**config.mk**
```make
export PLATFORM = sky130hd
export DESIGN_NAME = slice_column_scheduler
export DESIGN_NICKNAME = d
export VERILOG_FILES = /design/src/rtl/slice_column_scheduler.sv
export SDC_FILE = /design/constraint.sdc
export NUM_CORES = 1
export LEC_CHECK = 0
export ABC_AREA = 0
export BUFFER_PORTS_ARGS = -buffer_cell sky130_fd_sc_hd__buf_4
export CAP_MARGIN = 15
export CELL_PAD_IN_SITES_DETAIL_PLACEMENT = 2
export CELL_PAD_IN_SITES_GLOBAL_PLACEMENT = 2
export CORE_ASPECT_RATIO = 2
export CORE_MARGIN = 3
export CORE_UTILIZATION = 25
export CTS_BUF_LIST = sky130_fd_sc_hd__clkbuf_2
export CTS_CLUSTER_SIZE = 40
export DETAILED_ROUTE_END_ITERATION = 12
export PLACE_DENSITY_LB_ADDON = 0.1
export SLEW_MARGIN = 20
export SYNTH_ARGS = -nofsm -noshare
export SYNTH_HDL_FRONTEND = slang
export SYNTH_SLANG_ARGS = --single-unit
export TNS_END_PERCENT = 30
```
**constraint.sdc**
```tcl
create_clock -name clock -period 2.77 [get_ports clock]
set_input_delay 0 -clock clock [delete_from_list [all_inputs] [get_ports clock]]
set_output_delay 0 -clock clock [all_outputs]
set_load 0.02 [all_outputs]
```
**src/rtl/slice_column_scheduler.sv**
```systemverilog
// ---------------------------------------------------------------------------
// slice_column_scheduler
//
// Frame-level sequencer for the raycast renderer. On an accepted frame_start
// it latches the player pose, then walks column_count over every screen
// column. For each column it:
//   1. pulses begin_calc to the slice engine,
//   2. waits for end_calc,
//   3. clamps slice_size to MAX_HEIGHT,
//   4. presents (column, height) to the column drawer over valid/ready.
// After the last column it pulses frame_done for one cycle and returns to
// idle.
//
// Optional feature (compile-time macro SLICE_TIMEOUT_EN):
//   A per-column wait limit of TIMEOUT_CYCLES. When the engine does not
//   answer in time, the column is presented with height 0 and the sticky
//   timeout_err flag is set. Without the macro the scheduler waits forever
//   and timeout_err is tied low.
//
// Ports:
//   clock, reset               system clock, asynchronous active-high reset
//   frame_start                one-cycle frame request (accepted only when idle)
//   playerX/Y, angle_X/Y       pose, sampled on an accepted frame_start
//   calc_playerX/Y, calc_angle_X/Y
//                              latched pose to the slice engine
//   column_count               current column to the slice engine
//   begin_calc / end_calc      engine start pulse / engine done
//   slice_size                 engine result, valid while end_calc is high
//   slice_valid / slice_ready  drawer handshake
//   slice_column/slice_height  presented result (height clamped)
//   frame_busy, frame_done     frame in progress / end-of-frame pulse
//   timeout_err                sticky per-frame engine timeout flag
// ---------------------------------------------------------------------------
module slice_column_scheduler #(
  parameter int NUM_COLUMNS    = 160,
  parameter int MAX_HEIGHT     = 120,
  parameter int TIMEOUT_CYCLES = 255
) (
  input  logic        clock,
  input  logic        reset,
  input  logic        frame_start,
  input  logic [12:0] playerX,
  input  logic [12:0] playerY,
  input  logic [9:0]  angle_X,
  input  logic [9:0]  angle_Y,
  output logic [12:0] calc_playerX,
  output logic [12:0] calc_playerY,
  output logic [9:0]  calc_angle_X,
  output logic [9:0]  calc_angle_Y,
  output logic [7:0]  column_count,
  output logic        begin_calc,
  input  logic        end_calc,
  input  logic [6:0]  slice_size,
  output logic        slice_valid,
  input  logic        slice_ready,
  output logic [7:0]  slice_column,
  output logic [6:0]  slice_height,
  output logic        frame_busy,
  output logic        frame_done,
  output logic        timeout_err
);

  // Reject parameter values the fixed port widths cannot represent.
  if (MAX_HEIGHT < 0 || MAX_HEIGHT > 127) begin : g_bad_max_height
    $error("MAX_HEIGHT must fit in the 7-bit slice_height port");
  end
  if (NUM_COLUMNS < 1 || NUM_COLUMNS > 256) begin : g_bad_num_columns
    $error("NUM_COLUMNS must fit in the 8-bit column_count port");
  end
  if (TIMEOUT_CYCLES < 1 || TIMEOUT_CYCLES > 255) begin : g_bad_timeout
    $error("TIMEOUT_CYCLES must fit in the 8-bit wait counter");
  end

  localparam logic [6:0] HEIGHT_CAP = 7'(MAX_HEIGHT);
  localparam logic [7:0] LAST_COL   = 8'(NUM_COLUMNS - 1);

  typedef enum logic [2:0] {
    S_IDLE,
    S_START,
    S_WAIT_CALC,
    S_PRESENT,
    S_NEXT,
    S_DONE
  } state_t;

  typedef struct packed {
    logic [12:0] px;
    logic [12:0] py;
    logic [9:0]  ax;
    logic [9:0]  ay;
  } pose_t;

  state_t     state_q, state_d;
  pose_t      pose_q, pose_d;
  logic [7:0] col_q, col_d;
  logic [7:0] scol_q, scol_d;
  logic [6:0] height_q, height_d;
  logic       timeout_hit;

  // NOTE: every combinational output gets a default before the case
  // statement so that no path leaves a variable unassigned (no latches).
  always_comb begin
    state_d  = state_q;
    pose_d   = pose_q;
    col_d    = col_q;
    scol_d   = scol_q;
    height_d = height_q;
    case (state_q)
      S_IDLE: begin
        if (frame_start) begin
          pose_d  = '{px: playerX, py: playerY, ax: angle_X, ay: angle_Y};
          col_d   = 8'd0;
          state_d = S_START;
        end
      end
      S_START: state_d = S_WAIT_CALC;
      S_WAIT_CALC: begin
        if (end_calc) begin
          height_d = (slice_size > HEIGHT_CAP) ? HEIGHT_CAP : slice_size;
          scol_d   = col_q;
          state_d  = S_PRESENT;
        end else if (timeout_hit) begin
          height_d = 7'd0;
          scol_d   = col_q;
          state_d  = S_PRESENT;
        end
      end
      S_PRESENT: begin
        if (slice_ready) state_d = S_NEXT;
      end
      S_NEXT: begin
        if (col_q == LAST_COL) begin
          state_d = S_DONE;
        end else begin
          col_d   = col_q + 8'd1;
          state_d = S_START;
        end
      end
      S_DONE:  state_d = S_IDLE;
      default: state_d = S_IDLE;
    endcase
  end

  // NOTE: sequential state uses non-blocking assignments so all registers
  // update together from values sampled before the edge. The async reset
  // clears every register, so all outputs read 0 immediately.
  always_ff @(posedge clock or posedge reset) begin
    if (reset) begin
      state_q  <= S_IDLE;
      pose_q   <= '0;
      col_q    <= 8'd0;
      scol_q   <= 8'd0;
      height_q <= 7'd0;
    end else begin
      state_q  <= state_d;
      pose_q   <= pose_d;
      col_q    <= col_d;
      scol_q   <= scol_d;
      height_q <= height_d;
    end
  end

`ifdef SLICE_TIMEOUT_EN
  logic [7:0] wait_cnt_q, wait_cnt_d;
  logic       timeout_err_q, timeout_err_d;
  logic       frame_accept;

  assign frame_accept = (state_q == S_IDLE) && frame_start;
  // The counter holds (cycles spent in WAIT_CALC - 1), so the limit fires on
  // the TIMEOUT_CYCLES-th wait cycle. end_calc on that cycle still wins.
  assign timeout_hit  = (state_q == S_WAIT_CALC) && !end_calc &&
                        (wait_cnt_q == 8'(TIMEOUT_CYCLES - 1));

  always_comb begin
    // Held at zero outside WAIT_CALC, which clears it on every entry.
    wait_cnt_d    = (state_q == S_WAIT_CALC) ? wait_cnt_q + 8'd1 : 8'd0;
    timeout_err_d = timeout_err_q;
    if (frame_accept)     timeout_err_d = 1'b0;
    else if (timeout_hit) timeout_err_d = 1'b1;
  end

  always_ff @(posedge clock or posedge reset) begin
    if (reset) begin
      wait_cnt_q    <= 8'd0;
      timeout_err_q <= 1'b0;
    end else begin
      wait_cnt_q    <= wait_cnt_d;
      timeout_err_q <= timeout_err_d;
    end
  end

  assign timeout_err = timeout_err_q;
`else
  assign timeout_hit = 1'b0;
  assign timeout_err = 1'b0;
`endif

  assign calc_playerX = pose_q.px;
  assign calc_playerY = pose_q.py;
  assign calc_angle_X = pose_q.ax;
  assign calc_angle_Y = pose_q.ay;
  assign column_count = col_q;
  assign slice_column = scol_q;
  assign slice_height = height_q;
  assign begin_calc   = (state_q == S_START);
  assign slice_valid  = (state_q == S_PRESENT);
  assign frame_done   = (state_q == S_DONE);
  assign frame_busy   = (state_q != S_IDLE);

endmodule

```
==> results of run 1 <==
## through the flow
step / instance area, um2 / std cells / hold slack [ps] / power, uW
2_1_floorplan: 2930 / 322 / 105 / 3010
3_3_place_gp: 4060 / 583 / 190 / 4030
3_5_place_dp: 4060 / 583 / 198 / 4110
4_1_cts: 4810 / 661 / 103 / 4930
5_1_grt: 4810 / 662 / 154 / 5230
6_report: 4810 / 662 / 142 / 4840
## critical path, stage by stage, from the launching register on
cell	delay, ps
dfrtp_1	530
inv_2	110
or4b_4	680
a41oi_2	270
a22o_1	170
dlygate4sd3_1	550
## worst paths after layout
path | from | to | slack [ps] | cells after the start
max | state_q[1]$_DFFE_PP0P_ | slice_height[0]$_DFFE_PP0P_ | 420 | 5
min | frame_start | calc_angle_X[1]$_DFFE_PP0P_ | 140 | 4
max reg2reg | state_q[1]$_DFFE_PP0P_ | slice_height[0]$_DFFE_PP0P_ | 420 | 5
min reg2reg | calc_playerY[1]$_DFFE_PP0P_ | calc_playerY[1]$_DFFE_PP0P_ | 500 | 2
max in group asynchronous | reset | slice_column[2]$_DFFE_PP0P_ | 1830 | 4
min in group asynchronous | reset | calc_angle_Y[5]$_DFFE_PP0P_ | 180 | 3
## final cells by class
cell class,instances,share of cell area (%)
well taps,142,3.69
diodes,1,0.0520
multi-input cells,229,21.6
inverters,6,0.468
flip-flops and latches,72,37.4
repair buffers,196,34.1
clock buffers,9,0.936
clock inverters,7,1.79
## cell usage after synthesis (all sizes together), types with 2 or more instances
cell type  count
nor2           4
clkbuf         6
o21ai          7
nor3           2
dfrtp         72
nand2        177
nand3          7
xor2           2
a21oi          3
buf            9
mux2i          2
a22o           3
and3           3
inv            6
## state kept, by name, summed over array words and instances (netlist names)
signal        cells
state_q           3
column_count      8
calc_playerY     13
slice_height      7
calc_angle_Y     10
calc_playerX     13
calc_angle_X     10
slice_column      8
## repair_timing
item                                    CTS  global route
endpoints found under the setup margin    0             1
hold endpoints to repair                 92             0
hold buffers                             62             0
resized for setup                         0             1
## cells by family after synthesis
| logic type | synth area share [%] |
|---|---|
| XOR/XNOR | 0.599 |
| flip-flops | 61.6 |
| AO/OA/AOI/OAI | 5.35 |
| AND/OR/NAND/NOR | 28.1 |
| other | 0.128 |
| multiplexers | 0.684 |
| buffers and inverters | 3.12 |
| adder cells (fa/ha/maj) | 0.428 |
## report_power, final
group | internal (uW) | leakage (uW) | switching, uW
Sequential | 1490 | 0.000917 | 333
Clock | 289 | 0.0000707 | 386
Combinational | 994 | 0.00155 | 1350
Total | 2780 | 0.00254 | 2070
## per-layer routing
metal | GRT usage (%) | vias to the layer above
li1 | - | 1399
met3 | 3.34 | 18
met1 | 17.3 | 1473
met4 | 7.37 | 0
met2 | 32.8 | 79
met5 | 0 | -
## cells in the final DEF, fill, tap and decap left out, types with 2 or more instances in the layout
master / count
a21oi_1: 3
a22o_1: 3
and3_1: 3
buf_4: 133
bufinv_16: 2
clkbuf_2: 9
clkinv_1: 3
clkinvlp_4: 2
dfrtp_1: 72
dlygate4sd3_1: 62
inv_1: 4
inv_2: 2
mux2i_1: 2
nand2_1: 176
nand3_1: 7
nor2_1: 4
nor3_1: 2
o21ai_0: 7
xor2_1: 2
==> results.cfg, run 1 <==
[synthesis]
synthArstFlopShare_pct = 100
syn_area_mm2 = 0.00293
yosys_warnings = 0
syn_nets = 381
synthCells = 322
yosysTopAreaCellShare_pct = 61.6
synth_edf_count = 0
synth_seq_area_share_pct = 61.6
yosysTopAreaCell = dfrtp_1
synth.distinct_cells = 36
postSynthAreaPerCell_um2 = 9.08
synthFlopType = dfrtp_1
synth-seq-cells = 72
synthTopCellsByArea = dfrtp_1 (62%), nand2_1 (23%), buf_2 (1.2%)

[grt]
grt_pass1_vias = 3393
grt_max_degree = 47
grt_usage_pct = 17.3
grt_antenna_before_repair = 1
grt_overflow = 0
grt_first_pass_wirelength_um = 17400

[setup_path]
critPathMaxFanout = 18
crit_path_start_kind = flip-flop
crit_required_ps = 3220
worstPathArrival_ps = 2800
cp-end-kind = flip-flop
path_class = flip-flop to flip-flop

[sta]
hold_violations = 0
rsz0062_at_grt = no
drv_slew = 0
max_freq_mhz = 426
finalWorstSetupSlack_ps = 420
slew_headroom_pct = 43.9
tightestPinTransition_ps = 841
setup_violations = 0
finalCritPeriodShare_pct = 84.8
final.setup.tns_ps = 0
skew_ps = 43.8
min_period_ps = 2350

[clocking]
clock-root-buffer = clkbuf_2
insertion_delay_ps = 510
cts_max_level = 3
clockBufferDepth = 2
post-cts-setup-buffers = 0
cts_tree = yes
clk_pin_slew_worst_paths_ps = 240
cts_buffers = 9
clock-sinks = 72

[route]
vias = 2969
drc = 0
wire_per_inst_um = 16.1
routed_wl_um = 10600
antenna_left = 0
wl_met1_um = 3610
dr_wl_met2_um = 6260
wl_met3_um = 489
avgViaCountPerCell = 4.48
drtPass1Iterations = 3
drt-initial-drc-count = 50
highest_layer = met4

[finish]
multiInputGateArea_mm2 = 0.00104
area_growth_pct = 64.5
fillers = 1266
fin_nets = 573
fin_util_pct = 42.4
seqCellArea_mm2 = 0.00180
drive_above_1_share_pct = 30.1

[flow_run]
cap_violations = 0

[status]
status = completed

[die]
die_x_um = 82.5
die_y_um = 159
start_util_pct = 25.8
core_mm2 = 0.0114
pin_count = 132
dieArea_mm2 = 0.0131
rows = 55

[placement]
portBuffers = 130
place_congestion = 0.700
pre_cts_ws_ps = 410
dpl.hpwl_um = 7360

[power]
vdd_drop_max_uv = 355
power_leakage_uw = 0.00254
power_density_mw_per_mm2 = 1010

[min_path]
hp-class = input port to flip-flop
(Power assumes the default switching activity.)
==> run 2, diff against run 1 <==
==> constraint.sdc (replaced) <==
create_clock -name clock -period 2.4 [get_ports clock]
set_input_delay 0 -clock clock [delete_from_list [all_inputs] [get_ports clock]]
set_output_delay 0 -clock clock [all_outputs]
set_load 0.02 [all_outputs]
==> results.cfg, run 2 (synthesis results as in run 1) <==
[status]
status = completed

[grt]
grt_max_degree = 47
grt_pass1_vias = 3435
grt_antenna_before_repair = 1
grt_overflow = 0
grt_usage_pct = 17.0
grt_first_pass_wirelength_um = 17100

[power]
comb_power_share_pct = 50.1
power_leakage_uw = 0.00257
vdd_drop_max_uv = 417
swShare_pct = 43.2
p_clk_share_pct = 12.1
power_density_mw_per_mm2 = 1150
intPower_uw = 3170
seq_power_share_pct = 37.8
p_switching_uw = 2410

[setup_path]
r2r_slack_ps = 350
cp_cell_sequence = nor3_2 > and2_1 > buf_12 > nand2_1 > nand2_1 > dlygate4sd3_1
reg2reg_to = calc_playerY[8]$_DFFE_PP0P_
critPathMaxFanout = 46
worstPathArrival_ps = 2480
cp_slowest_stage_delay_ps = 550
r2r_start = state_q[0]$_DFFE_PP0P_
path_class = flip-flop to flip-flop
path_buf_inv = 2
cp_slowest_cell = dfrtp_1
reg2regPathDepth = 6
cp_common_cell = nand2_1
crit_required_ps = 2830
cp-end-kind = flip-flop
critPathTopFamily = buffers and inverters
crit_path_start_kind = flip-flop

[sta]
rsz0062_at_grt = no
final.setup.tns_ps = 0
setup_violations = 0
min_period_ps = 2050
max_freq_mhz = 487
skew_ps = 17.8
drv_slew = 0
finalCritPeriodShare_pct = 85.5
hold_violations = 0

[route]
routed_wl_um = 10500
drc = 0
avgViaCountPerCell = 4.49
drtPass1Iterations = 4
antenna_left = 0
vias = 3002
wire_per_inst_um = 15.7
drt-initial-drc-count = 97

[min_path]
min_path_cells = 4
min_to = column_count[1]$_DFFE_PP0P_
hp-class = input port to flip-flop
hold_start = frame_start

[die]
dieArea_mm2 = 0.0131
rows = 55
core_mm2 = 0.0114
start_util_pct = 25.8
die_y_um = 159
die_x_um = 82.5
pin_count = 132

[clocking]
clock-root-buffer = clkbuf_2
clockBufferDepth = 2
cts_tree = yes
post-cts-setup-buffers = 0
clk_pin_slew_worst_paths_ps = 210
cts_buffers = 9
insertion_delay_ps = 490
clock-sinks = 72
cts_max_level = 3

[finish]
drive_above_1_share_pct = 30.6
fin_nets = 580
final_cell_mix = nand2_1 (176), buf_4 (137), dfrtp_1 (72), dlygate4sd3_1 (65), clkbuf_2 (9)
seqCellArea_mm2 = 0.00180
fin_util_pct = 42.7
layout.cells.most_common = nand2_1
fillers = 1283
area_growth_pct = 65.8
multiInputGateArea_mm2 = 0.00104

[flow_run]
cap_violations = 0

[placement]
place_congestion = 0.697
dpl.hpwl_um = 7280
portBuffers = 130
-- run 2: cell count changes in the layout (fill, tap and decap cells not counted), sizes merged --
cell,delta
buf,+4
bufinv,-1
clkinv,+1
dlygate4sd3,+3
-- run 2: layer usage --
layer,global-route usage [%],vias up,routed length [um]
met4,6.03,0,205
met3,3.62,11,492
li1,-,1410,-
met2,33.2,75,6320
met1,16.5,1506,3510
met5,0,-,0
-- run 2: through the flow --
stage	worst slack, ps	total power [uW]	instance area, um2	cells	hold slack, ps
after floorplan	550	3470	2930	322	105
after global placement	631	4680	4090	587	157
after detailed placement	545	4780	4090	587	152
after CTS	231	5660	4840	668	22.5
after global routing	106	6020	4850	669	79.3
final	348	5580	4850	669	62.2
-- run 2: worst max path at each step --
stage,start,end,slack [ps],depth (start not counted)
CTS,state_q[0]$_DFFE_PP0P_,calc_playerY[8]$_DFFE_PP0P_,230,6
floorplan,column_count[0]$_DFFE_PP0P_,column_count[1]$_DFFE_PP0P_,550,5
finish,state_q[0]$_DFFE_PP0P_,calc_playerY[8]$_DFFE_PP0P_,350,6
detailed placement,state_q[1]$_DFFE_PP0P_,slice_height[1]$_DFFE_PP0P_,540,5
global route,state_q[0]$_DFFE_PP0P_,calc_playerY[8]$_DFFE_PP0P_,110,6
global placement,column_count[0]$_DFFE_PP0P_,column_count[1]$_DFFE_PP0P_,630,6
-- run 2: power by group through the flow --
stage	registers, uW	clock network [uW]	logic [uW]
final	2110	673	2790
after CTS	2120	717	2820
after detailed placement	2150	0	2630
after floorplan	2660	0	818
after global routing	2200	753	3070
after global placement	2110	0	2570
-- run 2: worst register-to-register path, delay by kind of cell, from the launching register on --
family / cells / cell delay, ps
DFF: 1 / 550
buffers and inverters: 2 / 770
and+or+nand+nor: 4 / 680
-- run 2: timing repair --
action	in CTS	in global routing
gates resized for setup	0	1
endpoints found under the setup margin	0	1
hold endpoints to repair	130	0
hold buffers	65	0
-- run 2: layout make-up --
class                      count  area share [%]
clock buffer                   9           0.929
multi-input combinational    229            21.4
inverter                       6           0.464
timing repair buffer         203            35.0
sequential                    72            37.1
clock inverter                 7            1.29
tap                          142            3.66
antenna                        1          0.0516
